## config.mk

```make
export PLATFORM = sky130hd
export DESIGN_NAME = sram_port_initiator_flat
export DESIGN_NICKNAME = d
export VERILOG_FILES = /design/src/rtl/sram_port_initiator_if.sv /design/src/rtl/sram_port_initiator.sv /design/src/flat_wrapper.sv
export SDC_FILE = /design/constraint.sdc
export NUM_CORES = 1
export LEC_CHECK = 0
export CAP_MARGIN = 20
export CORE_MARGIN = 2
export CORE_UTILIZATION = 30
export DETAILED_ROUTE_END_ITERATION = 6
export GPL_TIMING_DRIVEN = 0
export PLACE_DENSITY = 0.61
export RECOVER_POWER = 25
export SLEW_MARGIN = 20
export SYNTH_ARGS = -nofsm -noshare
export SYNTH_HDL_FRONTEND = slang
export SYNTH_SLANG_ARGS = --single-unit
```

## constraint.sdc

```tcl
create_clock -name clk -period 4.72 [get_ports clk]
set_clock_uncertainty 0.15 [all_clocks]
set_input_delay 1.416 -clock clk [delete_from_list [all_inputs] [get_ports clk]]
set_output_delay 1.416 -clock clk [all_outputs]
set_load 0.05 [all_outputs]
```

## src/rtl/sram_port_initiator_if.sv

```systemverilog
// sram_port_initiator_if
//   Groups the request stream, response stream and array pins of one
//   SRAM port initiator.
//   master modport: the initiator itself (takes requests, drives array pins).
//   slave modport : the requester / array side seen by the initiator.
//   Ports: none; clock and reset stay outside the interface.
interface sram_port_initiator_if #(
    parameter int S_INDEX = 4,
    parameter int WIDTH   = 32
);
    localparam int NBYTE = WIDTH / 8;

    logic                 req_valid;
    logic                 req_ready;
    logic                 req_we;
    logic [S_INDEX-1:0]   req_addr;
    logic [NBYTE-1:0]     req_wmask;
    logic [WIDTH-1:0]     req_wdata;

    logic                 rsp_valid;
    logic                 rsp_ready;
    logic [WIDTH-1:0]     rsp_rdata;

    logic                 csb;
    logic                 web;
    logic [S_INDEX-1:0]   addr;
    logic [WIDTH-1:0]     din;
    logic [WIDTH-1:0]     dout;

    modport master (
        input  req_valid, req_we, req_addr, req_wmask, req_wdata,
        output req_ready,
        output rsp_valid, rsp_rdata,
        input  rsp_ready,
        output csb, web, addr, din,
        input  dout
    );

    modport slave (
        output req_valid, req_we, req_addr, req_wmask, req_wdata,
        input  req_ready,
        input  rsp_valid, rsp_rdata,
        output rsp_ready,
        input  csb, web, addr, din,
        output dout
    );
endinterface

```

## src/rtl/sram_port_initiator.sv

```systemverilog
// sram_port_initiator
//   Converts a valid/ready request stream into the single-port array pin
//   protocol (active-low csb/web, data on dout one cycle after a read) and
//   returns read data on a valid/ready response channel. Partial byte-masked
//   writes become a read-modify-write because the array has no write mask.
//   Ports:
//     clk  - clock
//     rst  - asynchronous active-high reset
//     bus  - request, response and array pins (master modport)
//
//   state     | meaning
//   ----------+----------------------------------------------------------
//   ST_IDLE   | ready for a request; reads/partial writes issue array read
//   ST_RD_CAP | array returns read data this cycle; capture dout
//   ST_RSP    | hold response until the consumer takes it
//   ST_RMW    | merge dout with masked write data and write it back
module sram_port_initiator #(
    parameter int S_INDEX = 4,
    parameter int WIDTH   = 32
) (
    input  logic                  clk,
    input  logic                  rst,
    sram_port_initiator_if.master bus
);
    localparam int NBYTE = WIDTH / 8;

    typedef enum logic [1:0] {
        ST_IDLE   = 2'd0,
        ST_RD_CAP = 2'd1,
        ST_RSP    = 2'd2,
        ST_RMW    = 2'd3
    } state_t;

    state_t               r_state;
    state_t               w_state_nxt;
    logic [S_INDEX-1:0]   r_addr_q;
    logic [WIDTH-1:0]     r_wdata_q;
    logic [NBYTE-1:0]     r_wmask_q;
    logic [WIDTH-1:0]     r_rdata_q;

    logic                 w_req_ready;
    logic                 w_accept;
    logic                 w_mask_full;
    logic                 w_mask_zero;
    logic [WIDTH-1:0]     w_merged;
    logic                 w_csb;
    logic                 w_web;
    logic [S_INDEX-1:0]   w_addr;
    logic [WIDTH-1:0]     w_din;

    // Gated with rst so the port looks busy while reset is held.
    assign w_req_ready = (r_state == ST_IDLE) && !rst;
    assign w_accept    = bus.req_valid && w_req_ready;
    assign w_mask_full = &bus.req_wmask;
    assign w_mask_zero = ~|bus.req_wmask;

    always_comb begin
        w_merged = '0;
        for (int i = 0; i < NBYTE; i++) begin
            w_merged[8*i +: 8] = r_wmask_q[i] ? r_wdata_q[8*i +: 8] : bus.dout[8*i +: 8];
        end
    end

    always_ff @(posedge clk or posedge rst) begin
        if (rst) begin
            r_state   <= ST_IDLE;
            r_addr_q  <= '0;
            r_wdata_q <= '0;
            r_wmask_q <= '0;
            r_rdata_q <= '0;
        end else begin
            r_state <= w_state_nxt;
            if (w_accept) begin
                r_addr_q  <= bus.req_addr;
                r_wdata_q <= bus.req_wdata;
                r_wmask_q <= bus.req_wmask;
            end
            if (r_state == ST_RD_CAP) begin
                r_rdata_q <= bus.dout;
            end
        end
    end

    always_comb begin
        w_state_nxt = r_state;
        w_csb       = 1'b1;
        w_web       = 1'b1;
        w_addr      = r_addr_q;
        w_din       = '0;
        unique case (r_state)
            ST_IDLE: begin
                if (w_accept) begin
                    w_addr = bus.req_addr;
                    if (!bus.req_we) begin
                        w_csb       = 1'b0;
                        w_state_nxt = ST_RD_CAP;
                    end else if (w_mask_full) begin
                        // Posted write: no response, next request next cycle.
                        w_csb = 1'b0;
                        w_web = 1'b0;
                        w_din = bus.req_wdata;
                    end else if (!w_mask_zero) begin
                        // Fetch the old word so unmasked bytes can be preserved.
                        w_csb       = 1'b0;
                        w_state_nxt = ST_RMW;
                    end
                end
            end
            ST_RD_CAP: begin
                w_state_nxt = ST_RSP;
            end
            ST_RSP: begin
                if (bus.rsp_ready) begin
                    w_state_nxt = ST_IDLE;
                end
            end
            ST_RMW: begin
                w_csb       = 1'b0;
                w_web       = 1'b0;
                w_din       = w_merged;
                w_state_nxt = ST_IDLE;
            end
            default: begin
                w_state_nxt = ST_IDLE;
            end
        endcase
        // Reset must deselect the array immediately, not at the next edge.
        if (rst) begin
            w_csb = 1'b1;
            w_web = 1'b1;
            w_din = '0;
        end
    end

    assign bus.req_ready = w_req_ready;
    assign bus.rsp_valid = (r_state == ST_RSP);
    assign bus.rsp_rdata = r_rdata_q;
    assign bus.csb       = w_csb;
    assign bus.web       = w_web;
    assign bus.addr      = w_addr;
    assign bus.din       = w_din;
endmodule
```

## src/flat_wrapper.sv

```systemverilog
// flat-port wrapper written by rule: the top's interface ports become plain ports
module sram_port_initiator_flat 
#(
    parameter int S_INDEX = 4,
    parameter int WIDTH   = 32
)
  (clk, rst, bus_req_valid, bus_req_we, bus_req_addr, bus_req_wmask, bus_req_wdata, bus_req_ready, bus_rsp_valid, bus_rsp_rdata, bus_rsp_ready, bus_csb, bus_web, bus_addr, bus_din, bus_dout);
  sram_port_initiator_if #(.S_INDEX(S_INDEX), .WIDTH(WIDTH)) bus_i ();
  input  logic clk;
  input  logic rst;
  input wire logic [$bits(bus_i.req_valid)-1:0] bus_req_valid;
  input wire logic [$bits(bus_i.req_we)-1:0] bus_req_we;
  input wire logic [$bits(bus_i.req_addr)-1:0] bus_req_addr;
  input wire logic [$bits(bus_i.req_wmask)-1:0] bus_req_wmask;
  input wire logic [$bits(bus_i.req_wdata)-1:0] bus_req_wdata;
  output wire logic [$bits(bus_i.req_ready)-1:0] bus_req_ready;
  output wire logic [$bits(bus_i.rsp_valid)-1:0] bus_rsp_valid;
  output wire logic [$bits(bus_i.rsp_rdata)-1:0] bus_rsp_rdata;
  input wire logic [$bits(bus_i.rsp_ready)-1:0] bus_rsp_ready;
  output wire logic [$bits(bus_i.csb)-1:0] bus_csb;
  output wire logic [$bits(bus_i.web)-1:0] bus_web;
  output wire logic [$bits(bus_i.addr)-1:0] bus_addr;
  output wire logic [$bits(bus_i.din)-1:0] bus_din;
  input wire logic [$bits(bus_i.dout)-1:0] bus_dout;
  assign bus_i.req_valid = bus_req_valid;
  assign bus_i.req_we = bus_req_we;
  assign bus_i.req_addr = bus_req_addr;
  assign bus_i.req_wmask = bus_req_wmask;
  assign bus_i.req_wdata = bus_req_wdata;
  assign bus_req_ready = bus_i.req_ready;
  assign bus_rsp_valid = bus_i.rsp_valid;
  assign bus_rsp_rdata = bus_i.rsp_rdata;
  assign bus_i.rsp_ready = bus_rsp_ready;
  assign bus_csb = bus_i.csb;
  assign bus_web = bus_i.web;
  assign bus_addr = bus_i.addr;
  assign bus_din = bus_i.din;
  assign bus_i.dout = bus_dout;
  sram_port_initiator #(.S_INDEX(S_INDEX), .WIDTH(WIDTH)) u_core (.clk(clk), .rst(rst), .bus(bus_i));
endmodule
```

---- After elaboration in Yosys (flattened, before gate mapping) ----
Index checks and enable logic that the tools add are counted.
word-level totals
  bits of input ports ..................... 77
  logic and storage cells ................. 47
  register bits ........................... 74
operators by class
  reduce and logical (&&, ||, !) cells .... 7
  equality and inequality tests ........... 7
  multiplexer cells ....................... 28
operators by type and width
  operator            number
  $mux 32             4
  $pmux 32 s2         1
  $mux 8              4
  $mux 2              5
  $mux 1              9
  $mux 4              2
  $pmux 2 s4          1
  $reduce_and 4->1    2
  $ne 3x3->1 const B  2
  $eq 2x2->1 const B  2
  $ne 2x1->1 const B  2
  $pmux 1 s2          2
  $reduce_or 4->1     1
  $eq 2x1->1 const B  1
  $logic_and 1x1->1   2
  $logic_not 2->1     1
  $logic_not 1->1     1

---- Depth between registers and ports, before layout ----
Gate-level depths: netlist (run 1).
  depth after elaboration ................. 7
  depth in mapped cells ................... 8
  mapped depth without buffers ............ 6

---- Worst setup path before layout (run 1) ----
No wires, ideal clock.
  path type ............................... input to output
  start ................................... input rst
  end ..................................... output bus_csb
  path slack .............................. -0.733 ns
  path buffers ............................ 0
  arrival time ............................ 3.887 ns
  required time ........................... 3.154 ns
  stages .................................. 2
  path through ............................ inv_1 o21ai_1
on the way
  word-level cells in the longest chain between the ends .. 6
RTL lines
  item               line                        RTL
  start, declared    flat_wrapper.sv:10          input logic rst;
  $logic_not 1->1    sram_port_initiator.sv:52   assign w_req_ready = (r_state == ST_IDLE) && !rst;
  $logic_and 1x1->1  sram_port_initiator.sv:52
  $logic_and 1x1->1  sram_port_initiator.sv:53   assign w_accept = bus.req_valid && w_req_ready;
  $mux 1             sram_port_initiator.sv:92   if (w_accept) begin
  $pmux 1 s2         sram_port_initiator.sv:90   unique case (r_state)
  $mux 1 *           sram_port_initiator.sv:128  if (rst) begin
  end, declared      flat_wrapper.sv:20          output wire logic [$bits(bus_i.csb)-1:0] bus_csb;
Every way passes the cells marked *; elsewhere a longest branch is shown, timed or not.

---- Worst setup path in the final report (run 1) ----
  start ................................... input bus_req_wmask[3]
  end ..................................... output bus_din[22]
on the way
  word-level cells in the longest chain between the ends .. 6
RTL lines
  item              line                        RTL
  start, declared   flat_wrapper.sv:14          input wire logic [$bits(bus_i.req_wmask)-1:0] bus_req_wmask;
  $reduce_and 4->1  sram_port_initiator.sv:54   assign w_mask_full = &bus.req_wmask;
  $mux 32           sram_port_initiator.sv:97   end else if (w_mask_full) begin
  $mux 32           sram_port_initiator.sv:94   if (!bus.req_we) begin
  $mux 32           sram_port_initiator.sv:92
  $pmux 32 s2       sram_port_initiator.sv:90
  $mux 32           sram_port_initiator.sv:128
  end, declared     flat_wrapper.sv:23          output wire logic [$bits(bus_i.din)-1:0] bus_din;
No other way between the ends.

==> metrics.cfg, run 1 <==
[global_routing]
grt_use_total_pct = 17.19
grt_pass1_wl_um = 17530
grt_max_degree = 22
grt-ovfl-total = 0
grt_pass1_vias = 3256
antenna_found_initial = 0

[pwr]
switching_power_mw = 1.719
p_sw_share_pct = 42.09
ir_drop_mv = 0.3354
power_mw = 4.084
powerDensity_nw_per_um2 = 697.4
p_clk_share_pct = 18.7
combPwrFrac_pct = 54.2
p_int_mw = 2.365
p_leak_nw = 2.382
pwr-share-seq_pct = 27.1

[timing]
setup_viol = 0
finalCritPeriodShare_pct = 98.37
slew_headroom_pct = 25.42
drv_slew = 0
final_hold_viol_count = 0
rsz0062_at_grt = yes
fin_crit_ps = 4643
fmax_ghz = 0.2154
tightest_slew_ps = 1119
worst_slack_ps = 77.15

[clock_network]
clock_sinks = 74
htreeDepth = 3
cts_tree = built
clk_pin_slew_ps = 50
clk_latency_ps = 340
clock-root-buffer = clkbuf_16
clockBufferDepth = 2
numCtsBuffers = 9
cts_hold_buffers = 0

[floorplan]
fp.dieW_um = 116.5
die_h_um = 116.5
core_um2 = 12520
die_area_um2 = 13580
rows = 41
io_pins = 149
initial_utilization_pct = 30.36

[cells_and_area]
stdcell_area_um2 = 5856
drive_above_1_share_pct = 35.03
antenna_cells = 0
area_growth_syn_to_layout_pct = 54.10
nNetsFinal = 548

[routing]
routed_wl_um = 11150
wl_per_cell_um = 17.34
first_pass_iters = 4
drc = 0
avgViaCountPerCell = 4.804
antenna_left = 0
drt_iter0_drc = 119
vias = 3089

[place]
gp_congestion = 0.7528
place_area_um2 = 5589
dp.final_hpwl_um = 8128
post-place-ws_ps = -873.6
portBuffers = 148

[yosys]
ys_seq_area_share_pct = 48.73
ys_warn_count = 0
synth-seq-cells = 74
syn_area_um2 = 3800
synth_nets = 384
avgSynthCellArea_um2 = 12.58
synthCells = 302
synth_cell_types = 23

[worst_setup_path]
critPathSlowestCell = clkdlybuf4s50_1
start_kind = primary input
cp.required_ps = 3150
crit_start = bus_req_wmask[3]
reg2reg_from = u_core.r_state[0]
path_class = in2out
setup.worst_path.end_class = output pin
crit_arrival_ps = 3080
regToRegSetupSlack_ps = 2690
crit_chain = clkdlybuf4s50_1 -> nand4_1 -> nor2_4 -> buf_4 -> a32oi_1 -> nor2_1 -> clkbuf_4
critical_path.max_fanout = 10
slowest_delay_ps = 540

[status]
status = finished, final reports clean

[min_path]
hold_class = reg2reg
hold_start = u_core.r_wdata_q[27]

[job]
drv_cap = 0

## placed cells by master, fill, tap and decap left out, types with 2 or more instances in the layout
cell,instances
a32oi_1,32
buf_16,3
buf_2,16
buf_4,20
buf_6,2
bufinv_16,2
clkbuf_1,11
clkbuf_16,9
clkbuf_2,3
clkbuf_4,9
clkdlybuf4s15_2,6
clkdlybuf4s50_1,109
clkinvlp_4,2
dfrtp_1,74
ha_1,5
inv_1,4
mux2_1,24
mux2_2,85
mux2i_1,2
nand2_1,2
nor2_1,33
nor2_4,2
nor2b_1,2
## critical path, delay by kind of cell
| family | cells | cell delay, ps |
|---|---|---|
| AOI/OAI and AO/OA | 1 | 110 |
| buffers and inverters | 3 | 1010 |
| and+or+nand+nor | 3 | 520 |
## cells in the mapped netlist
cell type,count,area share (%)
mux2_2,85,25
dfrtp_1,74,49
nor2_1,34,3.4
a32oi_1,32,7.4
mux2_1,24,7.1
clkbuf_1,12,1.2
buf_2,10,1.3
ha_1,5,1.6
inv_1,5,0.49
buf_4,4,0.79
nand2_1,3,0.30
mux2i_1,2,0.53
nor2b_1,2,0.33
a21o_1,1,0.20
a21oi_1,1,0.13
a311o_1,1,0.26
buf_1,1,0.099
nand4_1,1,0.16
nor2_2,1,0.16
nor4_1,1,0.16
o21ai_1,1,0.13
o22ai_1,1,0.16
or2_1,1,0.16
## routing by layer
| layer | global-route usage (%) | share of wire [%] | wire (um) | vias to the layer above |
|---|---|---|---|---|
| met5 | 0 | 0 | 0 | - |
| met4 | 6.118 | 1.6 | 178 | 0 |
| met3 | 5.138 | 7.4 | 822 | 12 |
| met2 | 27.95 | 49 | 5443 | 98 |
| met1 | 21.81 | 42 | 4706 | 1532 |
| li1 | - | - | - | 1447 |
## through the flow
| stage | TNS, ps | instances | hold slack [ps] | utilization [%] |
|---|---|---|---|---|
| detailed placement | -26090 | 625 | 319.0 | 44.65 |
| CTS | 0 | 642 | 332.5 | 46.52 |
| finish | 0 | 643 | 328.6 | 46.78 |
| global route | -199.2 | 643 | 348.2 | 46.78 |
| floorplan | 0 | 302 | 302.2 | - |
| global placement | -27100 | 622 | 312.7 | 43.99 |
## area by class of cell
class	count	area [um2]
Sequential cell	74	1852
Clock inverter	6	88.84
Multi-Input combinational cell	196	1819
Fill cell	1231	6661
Inverter	5	20.02
Clock buffer	10	239.0
Buffer	27	147.6
Timing Repair Buffer	153	1474
Tap cell	172	215.2
## cell families (layout without fill, tap and decap cells)
kind of cell | Yosys count | in the layout | share of synthesized area, %
adder cells (fa/ha/maj) | 5 | 5 | 1.646
AO/OA/AOI/OAI | 37 | 37 | 8.265
flip-flops | 74 | 74 | 48.73
multiplexers | 111 | 111 | 32.83
AND/OR/NAND/NOR | 43 | 43 | 4.643
buffers and inverters | 32 | 201 | 3.885
## flip-flops by register name, summed over array words and instances, names as in the netlist
register,flops
u_core.bus.rsp_rdata,32
u_core.r_addr_q,4
u_core.r_state,2
u_core.r_wdata_q,32
u_core.r_wmask_q,4
## timing repair
action	4_1_cts	5_1_grt
cloned	0	0
resized for setup	190	29
setup endpoints to repair	38	36
buffers inserted	1	1
pin swaps	0	1
## worst paths after layout
check                           cells past startpoint                  endpoint
min in group asynchronous                           3  u_core.bus.rsp_rdata[24]
worst max-delay path                                7               bus_din[22]
worst max register to register                      6      u_core.r_wdata_q[17]
max in group asynchronous                           3  u_core.bus.rsp_rdata[19]
worst min register to register                      1      u_core.r_wdata_q[27]
worst min-delay path                                1      u_core.r_wdata_q[27]
## power groups by stage
stage,combinational (mW),sequential (mW),clock (mW)
floorplan,1.07,1.59,0
global placement,2.20,1.10,0
detailed placement,2.24,1.12,0
CTS,2.23,1.11,0.784
global route,2.37,1.15,0.808
finish,2.21,1.11,0.764
Power figures use the tool's default switching activity.
==> inputs of run 2 (changes only) <==
--- a/config.mk
+++ b/config.mk
@@ -6,6 +6,7 @@
 export NUM_CORES = 1
 export LEC_CHECK = 0
 export CAP_MARGIN = 20
+export CORE_ASPECT_RATIO = 0.75
 export CORE_MARGIN = 2
 export CORE_UTILIZATION = 30
 export DETAILED_ROUTE_END_ITERATION = 6
==> run 2 against run 1 <==
  * Clock-buffer cell count down 1
  * First-iteration DRC count down 33%
  * Worst setup slack worse by 76 ps
  * Global-route usage about the same
==> metrics.cfg, run 2 (same netlist as run 1, synthesis figures left out) <==
[status]
status = finished, final reports clean

[job]
drv_cap = 0  ; unchanged

[worst_setup_path]
crit_chain = clkdlybuf4s50_1 -> nand4_1 -> nor2_4 -> buf_4 -> a32oi_1 -> nor2_1 -> clkbuf_4
setup.worst_path.end_class = output pin
crit_arrival_ps = 3150  ; +70 ps
cp.required_ps = 3150  ; about the same
r2r_cells = 6  ; unchanged
start_kind = primary input
regToRegSetupSlack_ps = 2710  ; +20 ps
slowest_delay_ps = 530  ; about the same
critical_path.max_fanout = 10  ; unchanged
r2r-end = u_core.r_wdata_q[19]
reg2reg_from = u_core.r_state[0]
path_class = in2out
critPathSlowestCell = clkdlybuf4s50_1

[min_path]
hold_start = u_core.r_wdata_q[4]
hold_class = reg2reg
holdPathStages = 1  ; unchanged
hold_end = u_core.r_wdata_q[4]

[cells_and_area]
drive_above_1_share_pct = 34.96  ; -0.074 points
nNetsFinal = 549  ; +0.18%
antenna_cells = 0  ; unchanged
area_growth_syn_to_layout_pct = 54.63
nFillCells = 1158  ; -5.9%
final_common_cell = clkdlybuf4s50_1
final_cell_mix = clkdlybuf4s50_1, mux2_2, dfrtp_1
stdcell_count = 638  ; -0.78%

[floorplan]
core_um2 = 12310  ; -1.7%
rows = 35  ; -15%
io_pins = 149  ; unchanged
die_area_um2 = 13590  ; about the same
fp.dieW_um = 134.0  ; +15%
initial_utilization_pct = 30.88  ; +0.52 points
die_h_um = 101.5  ; -13%

[timing]
whs_ps = 333.4  ; +4.818 ps
worst_slack_ps = 1.456  ; -75.69 ps
final_hold_viol_count = 0  ; unchanged
rsz0062_at_grt = yes
fin_tns_setup_ps = 0  ; unchanged
fin_crit_ps = 4719  ; +75.69 ps
drv_slew = 0  ; unchanged
fmax_ghz = 0.2119  ; -1.6%
slew_headroom_pct = 10.06  ; -15 points
tightest_slew_ps = 1349  ; +230.5 ps
setup_viol = 0  ; unchanged
finalCritPeriodShare_pct = 99.97  ; +1.6 points

[pwr]
ir_drop_mv = 0.3029  ; -9.7%
p_leak_nw = 2.385  ; +0.16%
powerDensity_nw_per_um2 = 711.8  ; +2.1%

[place]
dp.final_hpwl_um = 8376  ; +3.1%
post-place-ws_ps = -792.6  ; +81.03 ps
portBuffers = 148  ; unchanged
gp_congestion = 0.7989  ; +6.1%
place_inst = 619  ; -0.96%

[global_routing]
grt-ovfl-total = 0  ; unchanged
antenna_found_initial = 0  ; unchanged
grt_max_degree = 26  ; +18%
grt_use_total_pct = 17.14  ; -0.047 points
grt_pass1_vias = 3309  ; +1.6%
grt_pass1_wl_um = 17730  ; +1.2%

[clock_network]
clock_sinks = 74  ; unchanged
clk_latency_ps = 330  ; about the same
numCtsBuffers = 9  ; unchanged
cts_tree = built
clockBufferDepth = 2  ; unchanged
clk_pin_slew_ps = 60  ; about the same
clock-root-buffer = clkbuf_16
cts_hold_buffers = 0  ; unchanged
htreeDepth = 3  ; unchanged

[routing]
vias = 3131  ; +1.4%
avgViaCountPerCell = 4.908  ; +2.2%
first_pass_iters = 4  ; unchanged
wl_per_cell_um = 18.03  ; +4.0%
drt_iter0_drc = 80  ; -33%
drc = 0  ; unchanged
routed_wl_um = 11500  ; +3.2%
antenna_left = 0  ; unchanged

==> run 2: cell types whose count changed in the layout (fill, tap and decap cells not counted), moves of 2 or more <==
| cell | before | now |
|---|---|---|
| bufinv_16 | 2 | 4 |
| buf_2 | 16 | 11 |
| buf_4 | 20 | 14 |
| clkbuf_4 | 9 | 21 |
==> run 2: worst max-delay path by stage <==
| stage | start | to | slack [ps] | cells past startpoint |
|---|---|---|---|---|
| 2_1_floorplan | rst | bus_csb | 80 | 2 |
| 3_3_place_gp | rst | bus_csb | -1660 | 4 |
| 3_5_place_dp | bus_req_wmask[3] | bus_din[27] | -790 | 7 |
| 4_1_cts | rst | bus_din[2] | -180 | 6 |
| 5_1_grt | bus_req_wmask[3] | bus_din[27] | -40 | 7 |
| 6_report | bus_req_wmask[2] | bus_din[27] | 1 | 7 |
==> run 2: cell type report <==
type | instances | area (um2) | area share (%)
Clock buffer | 9 | 225.2 | 3.833
Timing Repair Buffer | 154 | 1464 | 24.91
Clock inverter | 7 | 141.4 | 2.406
Tap cell | 166 | 207.7 | 3.535
Sequential cell | 74 | 1852 | 31.52
Inverter | 5 | 20.02 | 0.3407
Buffer | 27 | 146.4 | 2.491
Multi-Input combinational cell | 196 | 1819 | 30.96
==> run 2: layer usage <==
layer / track usage [%] / up-vias / part of all wire, %
met4: 4.910 / 0 / 1.1
met1: 21.06 / 1546 / 43
met5: 0 / - / 0
met3: 6.056 / 14 / 7.6
li1: - / 1448 / -
met2: 28.76 / 123 / 48
==> run 2: worst max-delay path: cells and delay by family <==
| family | cells | cell delay, ps |
|---|---|---|
| AOI/OAI and AO/OA | 1 | 130 |
| and+or+nand+nor | 3 | 600 |
| buffers and inverters | 3 | 1010 |
==> run 2: where the power goes <==
part | leakage [nW] | switching (mW) | internal (mW)
Clock | 0.176 | 0.275 | 0.570
Sequential | 0.875 | 0.151 | 0.963
Combinational | 1.33 | 1.30 | 0.923
Total | 2.39 | 1.73 | 2.46
==> run 2: repair_timing <==
action / CTS / global route
setup endpoints to repair: 38 / 37
gates resized for setup: 138 / 85
buffers inserted: 1 / 2
pin swaps: 0 / 1
==> run 2: per-stage QoR <==
step | cell area [um2] | util (%) | power (mW)
final | 5876 | 47.75 | 4.182
after global placement | 5499 | 44.69 | 3.319
after CTS | 5947 | 48.33 | 4.227
after detailed placement | 5574 | 45.30 | 3.381
after floorplan | 3810 | - | 2.661
after global routing | 5876 | 47.75 | 4.406
